--- src/rtl/apb_master_ctrl_if.sv ---
// Host request/response port and APB bus of the APB master controller.
// The master modport is the controller's view; slave is the host/peripheral side.
interface apb_master_ctrl_if;
   logic        req_valid;
   logic        req_ready;
   logic        req_write;
   logic [31:0] req_addr;
   logic [31:0] req_wdata;
   logic        rsp_valid;
   logic [31:0] rsp_rdata;
   logic        rsp_err;
   logic        rsp_timeout;
   logic        psel_m;
   logic        penable_m;
   logic        pwrite_m;
   logic [31:0] paddress_m;
   logic [31:0] pwdata_m;
   logic [31:0] prdata_m;
   logic        pready_m;
   logic        pslverr_m;

   modport master (
      input  req_valid, req_write, req_addr, req_wdata,
      input  prdata_m, pready_m, pslverr_m,
      output req_ready, rsp_valid, rsp_rdata, rsp_err, rsp_timeout,
      output psel_m, penable_m, pwrite_m, paddress_m, pwdata_m
   );

   modport slave (
      output req_valid, req_write, req_addr, req_wdata,
      output prdata_m, pready_m, pslverr_m,
      input  req_ready, rsp_valid, rsp_rdata, rsp_err, rsp_timeout,
      input  psel_m, penable_m, pwrite_m, paddress_m, pwdata_m
   );
endinterface

--- src/rtl/apb_master_ctrl.sv ---
// APB master: runs single host read/write requests as SETUP/ACCESS transfers,
// with local address range rejection and an optional PREADY timeout.
module apb_master_ctrl #(
   parameter int unsigned ADDR_LIMIT = 11,
   parameter int unsigned TIMEOUT    = 16
) (
   input  logic              pclk_m,
   input  logic              prst_m,
   apb_master_ctrl_if.master bus
);
   localparam int unsigned CNT_W = (TIMEOUT > 0) ? $clog2(TIMEOUT + 1) : 1;

   typedef enum logic [1:0] {IDLE, SETUP, ACCESS} state_e;

   state_e           state_q, state_d;
   logic [CNT_W-1:0] wait_cnt_q, wait_cnt_d;
   logic [CNT_W:0]   wait_inc;
   logic             psel_q, psel_d;
   logic             penable_q, penable_d;
   logic             pwrite_q, pwrite_d;
   logic [31:0]      paddr_q, paddr_d;
   logic [31:0]      pwdata_q, pwdata_d;
   logic             rsp_valid_q, rsp_valid_d;
   logic [31:0]      rsp_rdata_q, rsp_rdata_d;
   logic             rsp_err_q, rsp_err_d;
   logic             rsp_timeout_q, rsp_timeout_d;
   logic             go_idle;

   // NOTE: every signal gets a default before the case, so no path leaves one
   // unassigned and no latch is inferred.
   always_comb begin
      state_d       = state_q;
      wait_cnt_d    = wait_cnt_q;
      psel_d        = psel_q;
      penable_d     = penable_q;
      pwrite_d      = pwrite_q;
      paddr_d       = paddr_q;
      pwdata_d      = pwdata_q;
      rsp_valid_d   = 1'b0;
      rsp_rdata_d   = rsp_rdata_q;
      rsp_err_d     = rsp_err_q;
      rsp_timeout_d = rsp_timeout_q;
      go_idle       = 1'b0;
      wait_inc      = {1'b0, wait_cnt_q} + {{CNT_W{1'b0}}, 1'b1};

      case (state_q)
         IDLE: begin
            if (bus.req_valid) begin
               if (bus.req_addr >= 32'(ADDR_LIMIT)) begin
                  rsp_valid_d   = 1'b1;
                  rsp_err_d     = 1'b1;
                  rsp_timeout_d = 1'b0;
                  rsp_rdata_d   = '0;
               end else begin
                  state_d    = SETUP;
                  wait_cnt_d = '0;
                  psel_d     = 1'b1;
                  penable_d  = 1'b0;
                  pwrite_d   = bus.req_write;
                  paddr_d    = bus.req_addr;
                  pwdata_d   = bus.req_write ? bus.req_wdata : '0;
               end
            end
         end
         SETUP: begin
            state_d   = ACCESS;
            penable_d = 1'b1;
         end
         ACCESS: begin
            if (bus.pready_m) begin
               go_idle       = 1'b1;
               rsp_valid_d   = 1'b1;
               rsp_err_d     = bus.pslverr_m;
               rsp_timeout_d = 1'b0;
               rsp_rdata_d   = (!pwrite_q && !bus.pslverr_m) ? bus.prdata_m : '0;
            end else if (TIMEOUT != 0 && wait_inc >= (CNT_W + 1)'(TIMEOUT)) begin
               // The TIMEOUT-th consecutive wait cycle aborts the transfer.
               go_idle       = 1'b1;
               rsp_valid_d   = 1'b1;
               rsp_err_d     = 1'b1;
               rsp_timeout_d = 1'b1;
               rsp_rdata_d   = '0;
            end else if (!wait_inc[CNT_W]) begin
               wait_cnt_d = wait_inc[CNT_W-1:0];
            end
         end
         default: begin
            go_idle = 1'b1;
         end
      endcase

      if (go_idle) begin
         state_d   = IDLE;
         psel_d    = 1'b0;
         penable_d = 1'b0;
         pwrite_d  = 1'b0;
         paddr_d   = '0;
         pwdata_d  = '0;
      end
   end

   // NOTE: non-blocking assignments so every flop updates from pre-edge values,
   // independent of statement order.
   always_ff @(posedge pclk_m) begin
      if (prst_m) begin
         state_q       <= IDLE;
         wait_cnt_q    <= '0;
         psel_q        <= 1'b0;
         penable_q     <= 1'b0;
         pwrite_q      <= 1'b0;
         paddr_q       <= '0;
         pwdata_q      <= '0;
         rsp_valid_q   <= 1'b0;
         rsp_rdata_q   <= '0;
         rsp_err_q     <= 1'b0;
         rsp_timeout_q <= 1'b0;
      end else begin
         state_q       <= state_d;
         wait_cnt_q    <= wait_cnt_d;
         psel_q        <= psel_d;
         penable_q     <= penable_d;
         pwrite_q      <= pwrite_d;
         paddr_q       <= paddr_d;
         pwdata_q      <= pwdata_d;
         rsp_valid_q   <= rsp_valid_d;
         rsp_rdata_q   <= rsp_rdata_d;
         rsp_err_q     <= rsp_err_d;
         rsp_timeout_q <= rsp_timeout_d;
      end
   end

   assign bus.req_ready   = (state_q == IDLE);
   assign bus.rsp_valid   = rsp_valid_q;
   assign bus.rsp_rdata   = rsp_rdata_q;
   assign bus.rsp_err     = rsp_err_q;
   assign bus.rsp_timeout = rsp_timeout_q;
   assign bus.psel_m      = psel_q;
   assign bus.penable_m   = penable_q;
   assign bus.pwrite_m    = pwrite_q;
   assign bus.paddress_m  = paddr_q;
   assign bus.pwdata_m    = pwdata_q;
endmodule
--- src/flat_wrapper.sv ---
// flat-port wrapper written by rule: the top's interface ports become plain ports
module apb_master_ctrl_flat 
#(
   parameter int unsigned ADDR_LIMIT = 11,
   parameter int unsigned TIMEOUT    = 16
)
  (pclk_m, prst_m, bus_req_valid, bus_req_write, bus_req_addr, bus_req_wdata, bus_prdata_m, bus_pready_m, bus_pslverr_m, bus_req_ready, bus_rsp_valid, bus_rsp_rdata, bus_rsp_err, bus_rsp_timeout, bus_psel_m, bus_penable_m, bus_pwrite_m, bus_paddress_m, bus_pwdata_m);
  apb_master_ctrl_if bus_i ();
  input  logic pclk_m;
  input  logic prst_m;
  input wire logic [$bits(bus_i.req_valid)-1:0] bus_req_valid;
  input wire logic [$bits(bus_i.req_write)-1:0] bus_req_write;
  input wire logic [$bits(bus_i.req_addr)-1:0] bus_req_addr;
  input wire logic [$bits(bus_i.req_wdata)-1:0] bus_req_wdata;
  input wire logic [$bits(bus_i.prdata_m)-1:0] bus_prdata_m;
  input wire logic [$bits(bus_i.pready_m)-1:0] bus_pready_m;
  input wire logic [$bits(bus_i.pslverr_m)-1:0] bus_pslverr_m;
  output wire logic [$bits(bus_i.req_ready)-1:0] bus_req_ready;
  output wire logic [$bits(bus_i.rsp_valid)-1:0] bus_rsp_valid;
  output wire logic [$bits(bus_i.rsp_rdata)-1:0] bus_rsp_rdata;
  output wire logic [$bits(bus_i.rsp_err)-1:0] bus_rsp_err;
  output wire logic [$bits(bus_i.rsp_timeout)-1:0] bus_rsp_timeout;
  output wire logic [$bits(bus_i.psel_m)-1:0] bus_psel_m;
  output wire logic [$bits(bus_i.penable_m)-1:0] bus_penable_m;
  output wire logic [$bits(bus_i.pwrite_m)-1:0] bus_pwrite_m;
  output wire logic [$bits(bus_i.paddress_m)-1:0] bus_paddress_m;
  output wire logic [$bits(bus_i.pwdata_m)-1:0] bus_pwdata_m;
  assign bus_i.req_valid = bus_req_valid;
  assign bus_i.req_write = bus_req_write;
  assign bus_i.req_addr = bus_req_addr;
  assign bus_i.req_wdata = bus_req_wdata;
  assign bus_i.prdata_m = bus_prdata_m;
  assign bus_i.pready_m = bus_pready_m;
  assign bus_i.pslverr_m = bus_pslverr_m;
  assign bus_req_ready = bus_i.req_ready;
  assign bus_rsp_valid = bus_i.rsp_valid;
  assign bus_rsp_rdata = bus_i.rsp_rdata;
  assign bus_rsp_err = bus_i.rsp_err;
  assign bus_rsp_timeout = bus_i.rsp_timeout;
  assign bus_psel_m = bus_i.psel_m;
  assign bus_penable_m = bus_i.penable_m;
  assign bus_pwrite_m = bus_i.pwrite_m;
  assign bus_paddress_m = bus_i.paddress_m;
  assign bus_pwdata_m = bus_i.pwdata_m;
  apb_master_ctrl #(.ADDR_LIMIT(ADDR_LIMIT), .TIMEOUT(TIMEOUT)) u_core (.pclk_m(pclk_m), .prst_m(prst_m), .bus(bus_i));
endmodule
--- config.mk ---
export PLATFORM = sky130hd
export DESIGN_NAME = apb_master_ctrl_flat
export DESIGN_NICKNAME = d
export VERILOG_FILES = /design/src/rtl/apb_master_ctrl_if.sv /design/src/rtl/apb_master_ctrl.sv /design/src/flat_wrapper.sv
export SDC_FILE = /design/constraint.sdc
export NUM_CORES = 1
export LEC_CHECK = 0
export ABC_AREA = 1
export CORE_AREA = 2 2 119 92
export DETAILED_ROUTE_END_ITERATION = 10
export DIE_AREA = 0 0 121 94
export GPL_TIMING_DRIVEN = 0
export PLACE_DENSITY_LB_ADDON = 0.05
export RECOVER_POWER = 50
export SYNTH_ARGS = -nofsm -noshare
export SYNTH_HDL_FRONTEND = slang
export SYNTH_SLANG_ARGS = --single-unit
--- constraint.sdc ---
create_clock -name pclk_m -period 2.3 [get_ports pclk_m]
set_input_delay 0.23 -clock pclk_m [delete_from_list [all_inputs] [get_ports pclk_m]]
set_output_delay 0.23 -clock pclk_m [all_outputs]
set_load 0.02 [all_outputs]
# --- Word-level counts from Yosys, hierarchy flattened ---
# Cells that the tools add are included.
word_totals:
  regBits: 109
  out_inout_bits: 103
  elab_cells: 70
op_classes:
  addsub: 1
  order_cmp: 2
  n_eq_ne: 9
  muxes: 34
  n_bitwise: 1
  reduce_logical: 12
ops:
  columns: ["op", "count"]
  rows:
  - ["32-bit 2-to-1 mux", 6]
  - ["32-bit one-hot mux with 2 select lines", 1]
  - ["32-bit by 4-bit greater-or-equal comparator with 1-bit output, second input constant", 1]
  - ["5-bit 2-to-1 mux", 5]
  - ["1-bit 2-to-1 mux", 13]
  - ["2-bit != test, second input constant", 5]
  - ["1-bit one-hot mux with 2 select lines", 5]
  - ["5-bit one-hot mux with 2 select lines", 1]
  - ["5-bit by 1-bit adder with 6-bit output, second input constant", 1]
  - ["6-bit by 5-bit greater-or-equal comparator with 1-bit output, second input constant", 1]
  - ["3-bit AND reduction", 2]
  - ["6-bit AND reduction", 1]
  - ["2-bit 2-to-1 mux", 2]
  - ["2-bit one-hot mux with 2 select lines", 1]
  - ["4-bit AND reduction", 1]
  - ["2-bit nonzero test", 2]
  - ["2-bit OR reduction", 2]
  - ["3-bit by 2-bit != test with 1-bit output, second input constant", 1]
  - ["2-bit by 1-bit == test with 1-bit output, second input constant", 1]
  - ["2-bit == test, second input constant", 1]
  - ["1-bit zero test", 2]
  - ["2-bit zero test", 1]
  - ["2-bit by 1-bit != test with 1-bit output, second input constant", 1]
  - ["1-bit logical AND", 1]
  - ["1-bit NOT", 1]

# --- Depth between registers and ports, before layout ---
logic_depth:
  word_depth: 6
  mapped_depth: 12
  ltp_nobuf: 11

# --- Worst setup path before layout ---
# Ideal clock, no wire load.
synth_timing:
  kind: "register to register"
  start: "register, netlist name u_core.bus.penable_m"
  end: "register u_core.penable_q, in the netlist u_core.bus.penable_m"
  t_arrival_ns: 1.313
  required_ns: 2.178
  setup_slack_ns: 0.864
  path_stages_with_launch: 10
  path_buffers: 2
  period_less_slack_ns: 1.436
  cell_sequence: "dfxtp_1 nand2_2 inv_2 nand3_2 nand2_1 nor2_4 nand2_2 buf_6 buf_6 nor2_1"
synth_lines:
  columns: ["item", "line", "rtl"]
  rows:
  - ["end signal: assignment", "apb_master_ctrl.sv:121", "penable_q <= penable_d;"]
  - ["end: declaration", "apb_master_ctrl.sv:19", "logic penable_q, penable_d;"]

==> results.py <==
metrics = {
    "final_layout": {
        "drive_gt1_share_pct": 6.36,
        "antenna_cells": 0,
        "seq_area_um2": 2160,
        "nFillCells": 862,
        "area_delta_synth_final_pct": 56.6,
        "nNetsFinal": 916,
        "multi_input_area_um2": 1700,
        "finalNonFillerCells": 954,
    },
    "logic_synthesis": {
        "synth_area_um2": 4370,
        "synth_edf_count": 0,
        "ys_seq_elements": 108,
        "synth.top_cell.area_share_pct": 49.5,
        "ys_warn_count": 0,
        "seq_area_frac_synth_pct": 49.5,
        "synth_top_flop_cell": "dfxtp_1",
        "syn_avg_cell_area_um2": 7.28,
        "synth_common_cells": "192 x nand2_1, 108 x dfxtp_1, 72 x a21oi_1, 66 x inv_1, 60 x nor2_1",
        "synth_cell_type_count": 25,
        "synthArstFlopShare_pct": 0,
        "synth_area_leaders": "dfxtp_1 50%, nand2_1 17%, a21oi_1 8.3%, inv_1 5.7%, nor2_1 5.2%",
        "synth_nets": 703,
        "syn_inst": 600,
        "synth_most_common_cell": "nand2_1",
        "synth_area_leader_cell": "dfxtp_1",
    },
    "placement": {
        "hpwl_mm": 9.63,
        "port_buffers": 202,
        "routabilityCongestion": 0.832,
        "dp.cells": 938,
    },
    "clock_tree": {
        "htree_levels": 3,
        "path_clk_slew_ns": 0.07,
        "clkSinkCount": 108,
        "cts_hold_buf": 0,
        "cts_resized": 0,
        "cts_tree": "yes",
        "clock_latency_ns": 0.34,
        "numCtsBuffers": 9,
        "cts_setup_buffers": 0,
        "cts_buffer_depth": 2,
        "ctsRootBufferMaster": "clkbuf_16",
    },
    "routing": {
        "detail-route-antenna-nets": 0,
        "drt_pass1_iterations": 4,
        "drt-total-wl_mm": 12.5,
        "routedWlPerCell_um": 13.1,
        "vias_per_cell": 4.71,
        "drcViolationCount": 0,
        "via_count": 4495,
        "drt_iter0_drc": 199,
    },
    "power_and_ir_drop": {
        "power.leakage_nw": 3.12,
        "p_sw_w": 0.000813,
        "cell_internal_pwr_w": 0.00283,
        "irDropWorstVdd_mv": 0.365,
        "clockPowerShare_pct": 40.1,
        "swShare_pct": 22.3,
        "p_comb_share_pct": 8.5,
        "powerDensity_nw_per_um2": 533,
        "seqPwrFrac_pct": 51.4,
    },
    "timing": {
        "skew_ns": 0.00812,
        "slew-limit-headroom_pct": 66.3,
        "finalMaxSlewViolations": 0,
        "rsz0062_at_grt": "false",
        "timing.fmax_mhz": 526,
        "finalCriticalPeriod_ns": 1.90,
        "finalSetupTns_ns": 0,
        "worst_pin_slew_ns": 0.505,
        "finalHoldViolCount": 0,
        "finalSetupViolCount": 0,
        "period_share_pct": 82.7,
    },
    "worst_hold_path": {
        "min_from": "bus_req_valid",
        "hp-class": "input port to flop",
    },
    "setup_path": {
        "crit_buf_inv": 3,
        "required_ns": 2.07,
        "timing.critical_path.from": "u_core.bus.penable_m",
        "path_class": "flop to primary output",
        "slowest_stage": "dfxtp_1",
        "cp_common_cell": "buf_2",
        "cp_cell_sequence": "nor2_1 -> buf_2 -> buf_2 -> dlymetal6s2s_1",
        "crit_family": "buffers and inverters",
        "cp.arrival_ns": 1.67,
        "r2r-start": "u_core.wait_cnt_q[2]",
        "critPathCaptureType": "primary output",
        "crit_fanout": 10,
        "slowest_delay_ns": 0.36,
        "critPathLaunchType": "flop",
    },
    "floorplan": {
        "die-area_um2": 11400,
        "dieWidth_um": 121,
        "start_util_pct": 43.1,
        "io_pins": 205,
        "rows": 32,
        "die_height_um": 94,
        "core_um2": 10100,
    },
    "global_routing": {
        "grt_overflow_total": 0,
        "grt.total_usage_pct": 21.9,
        "grt_pass1_wl_mm": 19.9,
        "antenna_found_initial": 0,
        "grt_max_degree": 19,
        "grt_pass1_vias": 4315,
    },
    "run": {
        "maxCapViolCount": 0,
    },
    "status": {
        "outcome": "completed",
    },
}
metrics by stage:
stage | cell area (µm²) | util [%] | power [W] | worst slack, ns | hold WS, ns
after floorplan | 4370 | - | 0.00202 | 0.864 | 0.377
after global placement | 6560 | 64.7 | 0.00222 | 0.271 | 0.425
after detailed placement | 6560 | 64.7 | 0.00223 | 0.252 | 0.428
after CTS | 6850 | 67.6 | 0.00369 | 0.0125 | 0.261
after global routing | 6840 | 67.5 | 0.00378 | 0.217 | 0.273
final | 6840 | 67.5 | 0.00364 | 0.397 | 0.275
logic make-up (layout without fill, tap and decap cells):
| group | count (synthesis) | count (layout) | share of synthesized area, % |
|---|---|---|---|
| adders and majority gates | 1 | 1 | 0.286 |
| DFF | 108 | 108 | 49.5 |
| buffers and inverters | 109 | 327 | 11.3 |
| and+or+nand+nor | 303 | 303 | 29.5 |
| AOI/OAI and AO/OA | 79 | 79 | 9.46 |
area by class of cell:
class	instances	share of cell area, %
Buffer	39	3.35
Clock buffer	10	3.49
Clock inverter	6	0.714
Inverter	70	3.84
Multi-Input combinational cell	383	24.9
Sequential cell	108	31.6
Tap cell	136	2.49
Timing Repair Buffer	202	29.6
routing by layer:
layer	vias to the layer above	part of all wire [%]	routed length [µm]	global-route usage, %
met5	-	0	0	0
met4	0	2.1	269	8.33
li1	2294	-	-	-
met1	2032	44	5460	26.8
met2	145	46	5810	35.7
met3	24	7.9	990	7.46
registers in the layout, summed over array words and instances, names as in the netlist:
name and flops:
u_core.bus.rsp_valid 1, u_core.bus.rsp_rdata 32, u_core.bus.paddress_m 32, u_core.state_q 1
u_core.bus.rsp_timeout 1, u_core.bus.penable_m 1, u_core.wait_cnt_q 5, u_core.bus.rsp_err 1
u_core.bus.pwrite_m 1, u_core.bus.pwdata_m 32, u_core.bus.psel_m 1
worst paths after layout:
| check | end | slack (ns) | cells past startpoint |
|---|---|---|---|
| setup / recovery | bus_req_ready | 0.40 | 4 |
| hold / removal | u_core.bus.pwdata_m[0] | 0.27 | 3 |
| setup reg to reg | u_core.bus.rsp_rdata[20] | 0.54 | 8 |
| hold reg to reg | u_core.bus.paddress_m[22] | 0.43 | 2 |
worst min-delay path, stage by stage:
cell	delay (ns)
buf_2	0.17
nand4_1	0.10
a21oi_1	0.06
placed cells by master, fill, tap and decap left out, types with 3 or more instances in the layout:
master             n
inv_2              3
o21bai_1           4
nand4_1           35
nand2_1          194
dlygate4sd3_1    101
nand3_1            3
nand3_2            4
nor2_1            60
buf_6              8
clkbuf_16          9
clkdlybuf4s50_1  100
a21oi_1           72
buf_2             15
clkinvlp_4         3
dfxtp_1          108
clkbuf_1          13
inv_1             67
power by group through the flow:
stage,clock network (W),registers [W],logic [W]
6_report,0.00146,0.00187,0.000310
5_1_grt,0.00157,0.00187,0.000337
4_1_cts,0.00150,0.00187,0.000313
3_5_place_dp,0,0.00192,0.000311
3_3_place_gp,0,0.00191,0.000306
2_1_floorplan,0,0.00192,0.000105
Power figures use the tool's default switching activity.
